**src/rtl/sb_stall_unit.sv**
```systemverilog
// Decode-stage interlock: per-register countdown scoreboard that holds fetch/decode
// until every source is forwardable (or written back) and no older write would land later.
module sb_stall_unit #(
    parameter int NREG    = 32,
    parameter int AW      = 5,
    parameter int CW      = 3,
    parameter int FWD_EN  = 1,
    parameter int WB_DIST = 2,
    parameter int SCW     = 16
) (
    input  logic            clk_i,
    input  logic            rst_n_i,
    input  logic            id_valid_i,
    input  logic [AW-1:0]   id_rs_i,
    input  logic [AW-1:0]   id_rt_i,
    input  logic            id_use_rs_i,
    input  logic            id_use_rt_i,
    input  logic            id_we_i,
    input  logic [AW-1:0]   id_wd_i,
    input  logic [CW-1:0]   id_lat_i,
    input  logic            flush_i,
    output logic            stall_o,
    output logic [NREG-1:0] pend_vec_o,
    output logic [SCW-1:0]  stall_cnt_o
);

    localparam int MAXI = (1 << CW) - 1;

    logic [CW-1:0]  cnt_w [NREG];
    logic [CW-1:0]  lv;
    logic           raw_rs, raw_rt, waw, issue;
    logic [SCW-1:0] stall_cnt_q, stall_cnt_d;

    generate
        if (FWD_EN != 0) begin : g_fwd
            assign lv = id_lat_i;
        end else begin : g_nofwd
            // One spare bit catches overflow so the load value saturates instead of wrapping
            localparam int WBC = (WB_DIST > MAXI) ? MAXI : WB_DIST;
            logic [CW:0] lv_sum;
            assign lv_sum = {1'b0, id_lat_i} + (CW+1)'(WBC);
            assign lv     = lv_sum[CW] ? CW'(MAXI) : lv_sum[CW-1:0];
        end
    endgenerate

    assign raw_rs  = id_use_rs_i & (cnt_w[id_rs_i] != '0);
    assign raw_rt  = id_use_rt_i & (cnt_w[id_rt_i] != '0);
    assign waw     = id_we_i & (id_wd_i != '0) & (cnt_w[id_wd_i] > lv);
    assign stall_o = id_valid_i & ~flush_i & (raw_rs | raw_rt | waw);
    assign issue   = id_valid_i & ~flush_i & ~stall_o;

    generate
        for (genvar r = 0; r < NREG; r++) begin : g_reg
            if (r == 0) begin : g_zero
                assign cnt_w[r]      = '0;
                assign pend_vec_o[r] = 1'b0;
            end else begin : g_cnt
                logic [CW-1:0] cnt_q, cnt_d;

                // A fresh producer load wins over the countdown of the same register
                always_comb begin
                    cnt_d = cnt_q;
                    if (cnt_q != '0) cnt_d = cnt_q - 1'b1;
                    if (issue && id_we_i && (id_wd_i == AW'(r)) && (lv != '0)) cnt_d = lv;
                end

                always_ff @(posedge clk_i or negedge rst_n_i) begin
                    if (!rst_n_i) cnt_q <= '0;
                    else          cnt_q <= cnt_d;
                end

                assign cnt_w[r]      = cnt_q;
                assign pend_vec_o[r] = (cnt_q != '0);
            end
        end
    endgenerate

    always_comb begin
        stall_cnt_d = stall_cnt_q;
        if (stall_o && !(&stall_cnt_q)) stall_cnt_d = stall_cnt_q + 1'b1;
    end

    always_ff @(posedge clk_i or negedge rst_n_i) begin
        if (!rst_n_i) stall_cnt_q <= '0;
        else          stall_cnt_q <= stall_cnt_d;
    end

    assign stall_cnt_o = stall_cnt_q;

endmodule
```
**config.mk**
```make
export PLATFORM = sky130hd
export DESIGN_NAME = sb_stall_unit
export DESIGN_NICKNAME = d
export VERILOG_FILES = /design/src/rtl/sb_stall_unit.sv
export SDC_FILE = /design/constraint.sdc
export NUM_CORES = 1
export LEC_CHECK = 0
export ABC_AREA = 0
export CAP_MARGIN = 20
export CORE_MARGIN = 2
export CORE_UTILIZATION = 40
export DETAILED_ROUTE_END_ITERATION = 12
export PLACE_DENSITY = 0.67
export SLEW_MARGIN = 20
export SYNTH_ARGS = -nofsm -noshare
export SYNTH_HDL_FRONTEND = slang
export SYNTH_SLANG_ARGS = --single-unit
```
**constraint.sdc**
```tcl
create_clock -name clk_i -period 5.1 [get_ports clk_i]
set_input_delay 1.02 -clock clk_i [delete_from_list [all_inputs] [get_ports clk_i]]
set_output_delay 1.02 -clock clk_i [all_outputs]
set_load 0.01 [all_outputs]
```
==> impl_metrics.prom, run 1 <==
# TYPE chip_impl_metric gauge
chip_impl_metric{name="number_of_antenna_violations_at_the_first_check_in_global_routing",unit=""} 0
chip_impl_metric{name="clk_transition_reported_paths",unit="ns"} 0.07
chip_impl_metric{name="synth_edf_count",unit=""} 0
chip_impl_metric{name="ys_ff_latch",unit=""} 109
chip_impl_metric{name="grt_use_total",unit=""} 0.210
chip_impl_metric{name="mappedNetlistNets",unit=""} 904
chip_impl_metric{name="critical_path_required",unit="ns"} 4.08
chip_impl_metric{name="core_region",unit="um^2"} 20300
chip_impl_metric{name="cts_inserted_buffers",unit=""} 9
chip_impl_metric{name="postLayoutCellArea",unit="um^2"} 10200
chip_impl_metric{name="clock.fmax",unit="MHz"} 200
chip_impl_metric{name="syn_avg_cell_area",unit="um^2"} 10.2
chip_impl_metric{name="clock-skew-final",unit="ns"} 0.0106
chip_impl_metric{name="synthesis.instances",unit=""} 813
chip_impl_metric{name="cts_max_level",unit=""} 3
chip_impl_metric{name="detailroute.via_count",unit=""} 6766
chip_impl_metric{name="drt_iter0_drc",unit=""} 606
chip_impl_metric{name="drc_errors",unit=""} 0
chip_impl_info{name="reg2reg_to",value="g_reg[14].g_cnt.cnt_q[0]"} 1
chip_impl_info{name="crit_end",value="stall_o"} 1
chip_impl_metric{name="final_antenna_net_count",unit=""} 0
chip_impl_metric{name="period_share",unit=""} 0.980
chip_impl_metric{name="largest_fanout_on_the_critical_path",unit=""} 11
chip_impl_metric{name="timing.slew.headroom",unit=""} 0.439
chip_impl_metric{name="io_pins",unit=""} 74
chip_impl_info{name="run_status",value="finished clean"} 1
chip_impl_metric{name="die_w",unit="um"} 148
chip_impl_metric{name="worst_ir_drop_vdd",unit="uV"} 265
chip_impl_metric{name="power_density",unit="nW/um^2"} 540
chip_impl_metric{name="aggregate_global_routing_overflow",unit=""} 0
chip_impl_info{name="synthFlopType",value="dfrtp_1"} 1
chip_impl_metric{name="post_route_cells_drive_above_1_share",unit=""} 0.191
chip_impl_metric{name="setup-violations-final",unit=""} 0
chip_impl_metric{name="power_leakage",unit="nW"} 4.81
chip_impl_metric{name="die_y",unit="um"} 148
chip_impl_metric{name="final_critical_path_time_including_i_o_delays_and_setup",unit="ns"} 5.00
chip_impl_metric{name="worst-slew-pin-transition",unit="ns"} 0.841
chip_impl_metric{name="rr_worst_depth",unit=""} 17
chip_impl_metric{name="rrSetupSlack",unit="ns"} 0.73
chip_impl_info{name="critical_path_class",value="input pin to primary output"} 1
chip_impl_metric{name="hold_viol",unit=""} 0
chip_impl_metric{name="count_of_nets_after_finishing",unit=""} 1025
chip_impl_metric{name="gp_routability_congestion",unit=""} 0.989
chip_impl_metric{name="cts_max_path_buffers",unit=""} 2
chip_impl_metric{name="port_buffers",unit=""} 72
chip_impl_metric{name="placedInstanceArea",unit="um^2"} 9780
chip_impl_metric{name="grt_pass1_vias",unit=""} 6725
chip_impl_metric{name="maximum_number_of_pins_on_one_net_before_global_route_repair",unit=""} 62
chip_impl_info{name="critical_path.startpoint_type",value="input pin"} 1
chip_impl_metric{name="synth_to_final_area_change",unit="%"} 23.0
chip_impl_metric{name="synth_seq_area_share",unit=""} 0.328
chip_impl_info{name="critPathCaptureType",value="primary output"} 1
chip_impl_metric{name="setup-tns-final",unit="ns"} 0
chip_impl_metric{name="utilization",unit=""} 0.503
chip_impl_info{name="timing.rr.start",value="g_reg[9].g_cnt.cnt_q[1]"} 1
chip_impl_metric{name="wirelength",unit="um"} 22600
chip_impl_metric{name="routed_via_density",unit=""} 5.60
chip_impl_metric{name="timing.final.max_slew_violations",unit=""} 0
chip_impl_metric{name="floorplan.die_area",unit="um^2"} 21900
chip_impl_info{name="tritoncts",value="yes"} 1
chip_impl_metric{name="fin_worst_hold_slack",unit="ns"} 0.495
chip_impl_metric{name="floorplan.rows",unit=""} 52
chip_impl_metric{name="clkSinkCount",unit=""} 109
chip_impl_metric{name="initial_core_util",unit=""} 0.409
chip_impl_info{name="clock-root-buffer",value="clkbuf_16"} 1
chip_impl_metric{name="detailedRoute.firstPassIterationCount",unit=""} 6
chip_impl_metric{name="clkLatencyLatePin",unit="ns"} 0.36
chip_impl_metric{name="synth.yosys.warnings",unit=""} 0
chip_impl_info{name="startpoint",value="id_wd_i[1]"} 1
chip_impl_metric{name="synth.lib_cells_used.distinct",unit=""} 54
chip_impl_metric{name="totalPowerFinal",unit="mW"} 5.52
chip_impl_metric{name="grt_pass1_wl",unit="um"} 35900
chip_impl_metric{name="hold_depth",unit=""} 1
chip_impl_metric{name="dp.final_hpwl",unit="um"} 16600
chip_impl_metric{name="worst-endpoint-arrival",unit="ns"} 3.98
chip_impl_metric{name="post_synth_instance_area",unit="um^2"} 8310
chip_impl_metric{name="asyncSetResetFlopFracSynth",unit=""} 1.00
chip_impl_metric{name="max_cap_viol_count",unit=""} 0
chip_impl_metric{name="post_drt_wl_per_cell",unit="um"} 18.7
chip_impl_metric{name="n_antenna_cell",unit=""} 0
chip_impl_info{name="hp-class",value="flip-flop to flip-flop"} 1
[layout by cell type (no fill, tap or decap), types with 9 or more instances in the layout]
| cell | synthesis | routed |
|---|---|---|
| a211oi_1 | 9 | 9 |
| a21oi_1 | 9 | 9 |
| and3_1 | 9 | 9 |
| buf_4 | 1 | 68 |
| clkbuf_16 | 0 | 9 |
| clkdlybuf4s50_1 | 0 | 68 |
| dfrtp_1 | 109 | 109 |
| ha_1 | 66 | 66 |
| inv_1 | 75 | 75 |
| mux2_2 | 32 | 32 |
| mux2i_1 | 96 | 96 |
| mux4_2 | 31 | 31 |
| nand2_1 | 48 | 48 |
| nand2b_1 | 31 | 31 |
| nand3_1 | 22 | 22 |
| nand3_2 | 15 | 15 |
| nor2_1 | 37 | 37 |
| nor3_1 | 36 | 35 |
| nor4_1 | 14 | 14 |
| o21ai_0 | 35 | 34 |
| xnor2_1 | 45 | 45 |
[layout make-up]
class	instances	area (um^2)
multi-input combinational	592	5150
timing repair buffer	147	1380
clock buffer	12	256
inverter	75	282
sequential	109	2730
clock inverter	4	78.8
tap	270	338
fill	1889	10100
[worst max-delay path: stages]
cell       delay, ns
buf_2           0.15
bufbuf_16       0.29
buf_4           0.13
nand2_1         0.05
o21ai_0         0.07
a22o_1          0.18
mux4_2          0.46
mux2_2          0.28
ha_1            0.28
nor2b_1         0.14
o21ai_1         0.16
a221oi_2        0.09
a41oi_2         0.22
o311ai_4        0.14
nor2_1          0.14
nor3_2          0.05
buf_2           0.13
[metal layers]
metal  track usage  wire [um]  vias up
li1              -          -     3150
met1         0.271       9660     3315
met2         0.352      11000      240
met3        0.0365       1240       61
met4        0.0848        738        0
met5             0          0        -
[cell usage after synthesis, types with 4 or more instances]
cell | number | area, um^2
a211oi_1 | 9 | 67.6
a21oi_1 | 9 | 45.0
a311oi_1 | 4 | 35.0
and3_1 | 9 | 56.3
buf_1 | 5 | 18.8
buf_2 | 6 | 30.0
buf_6 | 4 | 45.0
clkbuf_1 | 21 | 78.8
dfrtp_1 | 109 | 2730
ha_1 | 66 | 826
inv_1 | 75 | 282
mux2_2 | 32 | 360
mux2i_1 | 96 | 961
mux4_2 | 31 | 698
nand2_1 | 48 | 180
nand2b_1 | 31 | 194
nand3_1 | 22 | 110
nand3_2 | 15 | 150
nand4_1 | 7 | 43.8
nor2_1 | 37 | 139
nor2b_1 | 4 | 25.0
nor3_1 | 36 | 180
nor4_1 | 14 | 87.6
o21ai_0 | 35 | 175
xnor2_1 | 45 | 394
[cells by family (layout without fill, tap and decap cells)]
group | after synthesis | count (layout) | share of synthesized area
multiplexers | 163 | 163 | 0.250
AO/OA/AOI/OAI | 80 | 80 | 0.0640
adder cells (fa/ha/maj) | 66 | 66 | 0.0994
flip-flops | 109 | 109 | 0.328
other | 1 | 1 | 0.000451
AND/OR/NAND/NOR | 236 | 236 | 0.153
buffers and inverters | 112 | 238 | 0.0556
XOR/XNOR | 46 | 46 | 0.0485
[state kept, by name, indices dropped and copies added, names as in the netlist]
register       flops
g.g_cnt.cnt_q     93
stall_cnt_o       16
[worst min path at each step]
stage / start / end / slack (ns)
floorplan: stall_cnt_o[5] / stall_cnt_o[5] / 0.52
global placement: stall_cnt_o[5] / stall_cnt_o[5] / 0.48
detailed placement: stall_cnt_o[4] / stall_cnt_o[4] / 0.48
CTS: stall_cnt_o[4] / stall_cnt_o[4] / 0.50
global route: stall_cnt_o[4] / stall_cnt_o[4] / 0.51
finish: stall_cnt_o[4] / stall_cnt_o[4] / 0.49
[power breakdown]
part / leakage [nW] / switching (mW) / internal, mW
logic: 3.35 / 1.35 / 1.52
clock network: 0.161 / 0.336 / 0.462
registers: 1.30 / 0.555 / 1.29
[per-stage QoR]
stage                     setup slack (ns)  std cells
after CTS                           0.0148       1206
after global routing               -0.0401       1209
after detailed placement            -0.608       1188
after floorplan                    0.00381        813
after global placement              -0.600       1188
final                                0.101       1209
[repair_timing]
item / CTS / global route
pin swaps: 2 / 2
gates cloned: 1 / 0
gates resized for setup: 9 / 5
endpoints found under the setup margin: 1 / 1
setup buffers: 1 / 3
hold buffers: 0 / 0
No activity file was read; power rests on OpenSTA's default activity.
==> run 2, diff against run 1 <==
--- a/config.mk
+++ b/config.mk
@@ -6,6 +6,7 @@
 export NUM_CORES = 1
 export LEC_CHECK = 0
 export ABC_AREA = 0
+export ABC_CLOCK_PERIOD_IN_PS = 5100
 export CAP_MARGIN = 20
 export CORE_MARGIN = 2
 export CORE_UTILIZATION = 40
==> results of run 2 <==
Final layout, timing and power as in run 1 (identical DEF).
==> run 3, diff against run 2 <==
--- a/config.mk
+++ b/config.mk
@@ -6,12 +6,12 @@
 export NUM_CORES = 1
 export LEC_CHECK = 0
 export ABC_AREA = 0
-export ABC_CLOCK_PERIOD_IN_PS = 5100
+export ABC_CLOCK_PERIOD_IN_PS = 6000
 export CAP_MARGIN = 20
 export CORE_MARGIN = 2
 export CORE_UTILIZATION = 40
 export DETAILED_ROUTE_END_ITERATION = 12
-export PLACE_DENSITY = 0.67
+export PLACE_DENSITY = 0.65
 export SLEW_MARGIN = 20
 export SYNTH_ARGS = -nofsm -noshare
 export SYNTH_HDL_FRONTEND = slang
==> constraint.sdc (replaced) <==
create_clock -name clk_i -period 6 [get_ports clk_i]
set_input_delay 1.2 -clock clk_i [delete_from_list [all_inputs] [get_ports clk_i]]
set_output_delay 1.2 -clock clk_i [all_outputs]
set_load 0.01 [all_outputs]
==> run 3 against run 2 <==
Final area shrank 5.3%. Clock power shrank 26%. Critical path depth shrank 2. Via count shrank 4.5%. Register-to-register slack gained 0.96 ns. Worst hold slack gained 0.0018 ns. Die area is the same. Clock-buffer cell count shrank 3. Core utilization shrank 2.7 points.
==> impl_metrics.prom, run 3 (synthesis gave the netlist of run 1 again) <==
# TYPE chip_impl_metric gauge
chip_impl_info{name="run_status",value="finished clean"} 1
chip_impl_metric{name="clock-skew-final",unit="ns"} 0.0143
chip_impl_metric{name="drc_errors",unit=""} 0
chip_impl_metric{name="clk_transition_reported_paths",unit="ns"} 0.08
chip_impl_info{name="critical_path.startpoint_type",value="input pin"} 1
chip_impl_info{name="reg2reg_to",value="g_reg[3].g_cnt.cnt_q[0]"} 1
chip_impl_metric{name="port_buffers",unit=""} 72
chip_impl_metric{name="detailedRoute.firstPassIterationCount",unit=""} 5
chip_impl_metric{name="power_leakage",unit="nW"} 4.52
chip_impl_metric{name="worst_slack",unit="ns"} 0.184
chip_impl_metric{name="share_comb_of_total_power",unit=""} 0.527
chip_impl_metric{name="floorplan.die_area",unit="um^2"} 21900
chip_impl_metric{name="clock.fmax",unit="MHz"} 172
chip_impl_info{name="timing.rr.start",value="g_reg[15].g_cnt.cnt_q[1]"} 1
chip_impl_metric{name="dp.final_hpwl",unit="um"} 16400
chip_impl_metric{name="rrSetupSlack",unit="ns"} 1.69
chip_impl_metric{name="die_w",unit="um"} 148
chip_impl_metric{name="drt_iter0_drc",unit=""} 517
chip_impl_metric{name="met3_usage_in_global_routing",unit=""} 0.0374
chip_impl_info{name="crit_end",value="stall_o"} 1
chip_impl_metric{name="intPower",unit="mW"} 2.66
chip_impl_metric{name="clkSinkCount",unit=""} 109
chip_impl_info{name="critPathCaptureType",value="primary output"} 1
chip_impl_metric{name="grt_use_total",unit=""} 0.209
chip_impl_info{name="startpoint",value="id_wd_i[1]"} 1
chip_impl_metric{name="sequential_power_share",unit=""} 0.344
chip_impl_info{name="critPathTopFamily",value="multiplexers"} 1
chip_impl_metric{name="cts.repair.resized",unit=""} 2
chip_impl_metric{name="hold_depth",unit=""} 1
chip_impl_metric{name="number_of_antenna_violations_at_the_first_check_in_global_routing",unit=""} 0
chip_impl_metric{name="timing.slew.headroom",unit=""} 0.484
chip_impl_metric{name="gp_routability_congestion",unit=""} 0.873
chip_impl_metric{name="worst-slew-pin-transition",unit="ns"} 0.774
chip_impl_metric{name="cts_setup_buffers",unit=""} 0
chip_impl_metric{name="period_share",unit=""} 0.969
chip_impl_metric{name="floorplan.rows",unit=""} 52
chip_impl_metric{name="clkLatencyLatePin",unit="ns"} 0.37
chip_impl_info{name="crit_chain",value="clkdlybuf4s50_1, buf_4, mux2_2, a22o_1, mux4_2, mux2_2, ha_1, nand3_1, nand2_1, a221oi_1, a41oi_1, o311ai_2, nor2_1, nor3_1, dlygate4sd2_1"} 1
chip_impl_info{name="critical-path-slowest-cell",value="clkdlybuf4s50_1"} 1
chip_impl_metric{name="die_y",unit="um"} 148
chip_impl_metric{name="rr_worst_depth",unit=""} 14
chip_impl_metric{name="hold_viol",unit=""} 0
chip_impl_metric{name="synth_to_final_area_change",unit="%"} 16.5
chip_impl_metric{name="power_switching_share",unit=""} 0.416
chip_impl_metric{name="cts_max_level",unit=""} 3
chip_impl_info{name="cell_mode_on_critical_path",value="mux2_2"} 1
chip_impl_metric{name="cp.buffers_inverters",unit=""} 3
chip_impl_metric{name="number_of_stages_on_the_worst_setup_path",unit=""} 15
chip_impl_metric{name="grt_pass1_vias",unit=""} 6510
chip_impl_metric{name="maximum_number_of_pins_on_one_net_before_global_route_repair",unit=""} 60
chip_impl_info{name="clock-root-buffer",value="clkbuf_16"} 1
chip_impl_info{name="layout.cells.most_common_list",value="dfrtp_1, mux2i_1, inv_1, clkdlybuf4s50_1, ha_1"} 1
chip_impl_metric{name="max_cap_viol_count",unit=""} 0
chip_impl_metric{name="count_of_nets_after_finishing",unit=""} 972
chip_impl_metric{name="postCtsHoldBufs",unit=""} 0
chip_impl_info{name="grt_busiest_layer",value="met2"} 1
chip_impl_metric{name="largest_register_ffs",unit=""} 93
chip_impl_metric{name="post_route_cells_drive_above_1_share",unit=""} 0.139
chip_impl_metric{name="netSwitchingPower",unit="mW"} 1.89
chip_impl_metric{name="core_region",unit="um^2"} 20300
chip_impl_metric{name="final_critical_path_time_including_i_o_delays_and_setup",unit="ns"} 5.82
chip_impl_metric{name="timing.final.max_slew_violations",unit=""} 0
chip_impl_info{name="largest_register",value="g.g_cnt.cnt_q"} 1
chip_impl_metric{name="detailedPlace.worstSlack",unit="ns"} -0.0559
chip_impl_metric{name="setup-tns-final",unit="ns"} 0
chip_impl_metric{name="utilization",unit=""} 0.477
chip_impl_metric{name="routed_via_density",unit=""} 5.59
chip_impl_metric{name="n_antenna_cell",unit=""} 0
chip_impl_metric{name="io_pins",unit=""} 74
chip_impl_metric{name="power_density",unit="nW/um^2"} 471
chip_impl_info{name="most_common_cell_after_layout_fill_and_taps_aside",value="dfrtp_1"} 1
chip_impl_metric{name="worst-endpoint-arrival",unit="ns"} 4.62
chip_impl_metric{name="largest_fanout_on_the_critical_path",unit=""} 4
chip_impl_metric{name="post_drt_wl_per_cell",unit="um"} 19.2
chip_impl_metric{name="aggregate_global_routing_overflow",unit=""} 0
chip_impl_metric{name="initial_core_util",unit=""} 0.409
chip_impl_metric{name="final_antenna_net_count",unit=""} 0
chip_impl_metric{name="grt_pass1_wl",unit="um"} 35700
chip_impl_metric{name="cts_max_path_buffers",unit=""} 2
chip_impl_metric{name="totalPowerFinal",unit="mW"} 4.55
chip_impl_info{name="tritoncts",value="yes"} 1
chip_impl_metric{name="wirelength",unit="um"} 22200
chip_impl_info{name="rsz0062_at_grt",value="no"} 1
chip_impl_metric{name="cts_inserted_buffers",unit=""} 9
chip_impl_metric{name="setup-violations-final",unit=""} 0
chip_impl_metric{name="groute.layer.met1.usage",unit=""} 0.274
chip_impl_metric{name="critical_path_required",unit="ns"} 4.80
chip_impl_metric{name="p_clk_frac",unit=""} 0.129
chip_impl_metric{name="max_stage_delay",unit="ns"} 0.54
chip_impl_metric{name="grtUsageMet2",unit=""} 0.345
chip_impl_info{name="hp-class",value="flip-flop to flip-flop"} 1
chip_impl_metric{name="worst_ir_drop_vdd",unit="uV"} 193
chip_impl_metric{name="detailroute.via_count",unit=""} 6459
chip_impl_info{name="critical_path_class",value="input pin to primary output"} 1
run 3: cell types whose count changed in the layout (fill, tap and decap cells not counted), sizes merged:
cell / change
clkdlybuf4s50: +1
clkinv: +3
bufinv: -2
buf: -54
dlygate4sd2: +1
inv: +3
clkbuf: -3
clkinvlp: -1
bufbuf: -1
run 3: final cells by class:
class	instances	area, um^2
repair buffers	94	922
inverters	75	282
well taps	270	338
fillers	1934	10600
multi-input cells	592	5130
clock inverters	7	53.8
clock buffers	9	225
flip-flops and latches	109	2730
run 3: per-layer routing:
| metal | part of all wire | vias up |
|---|---|---|
| met5 | 0 | - |
| met4 | 0.031 | 0 |
| met3 | 0.051 | 46 |
| met2 | 0.48 | 195 |
| met1 | 0.44 | 3180 |
| li1 | - | 3038 |
run 3: worst register-to-register path: stages (launching register included):
cell and delay [ns]:
dfrtp_1 0.43, mux4_2 0.49, mux4_2 0.51, mux2_2 0.28, ha_1 0.28, nor2b_1 0.13
o21ai_0 0.16, a221oi_1 0.11, a41oi_1 0.24, o311ai_2 0.18, buf_4 0.18, nor4_4 0.30
buf_12 0.25, and3_1 0.29, mux2_2 0.36
run 3: stage by stage:
step / instances / hold WS [ns] / instance area [um^2]
final: 1156 / 0.496 / 9680
after global placement: 1140 / 0.480 / 9380
after CTS: 1156 / 0.500 / 9660
after floorplan: 813 / 0.518 / 8310
after global routing: 1156 / 0.526 / 9680
after detailed placement: 1140 / 0.484 / 9380
run 3: power groups by stage:
| stage | sequential, mW | combinational [mW] | clock (mW) |
|---|---|---|---|
| final | 1.57 | 2.40 | 0.588 |
| after global routing | 1.61 | 2.73 | 0.631 |
| after CTS | 1.55 | 2.42 | 0.603 |
| after detailed placement | 1.57 | 2.40 | 0 |
| after global placement | 1.56 | 2.32 | 0 |
| after floorplan | 1.38 | 1.83 | 0 |
run 3: how the worst min path moves through the flow:
| stage | start | end |
|---|---|---|
| finish | stall_cnt_o[10] | stall_cnt_o[10] |
| global placement | stall_cnt_o[5] | stall_cnt_o[5] |
| detailed placement | stall_cnt_o[8] | stall_cnt_o[8] |
| floorplan | stall_cnt_o[5] | stall_cnt_o[5] |
| CTS | stall_cnt_o[8] | stall_cnt_o[8] |
| global route | stall_cnt_o[5] | stall_cnt_o[5] |
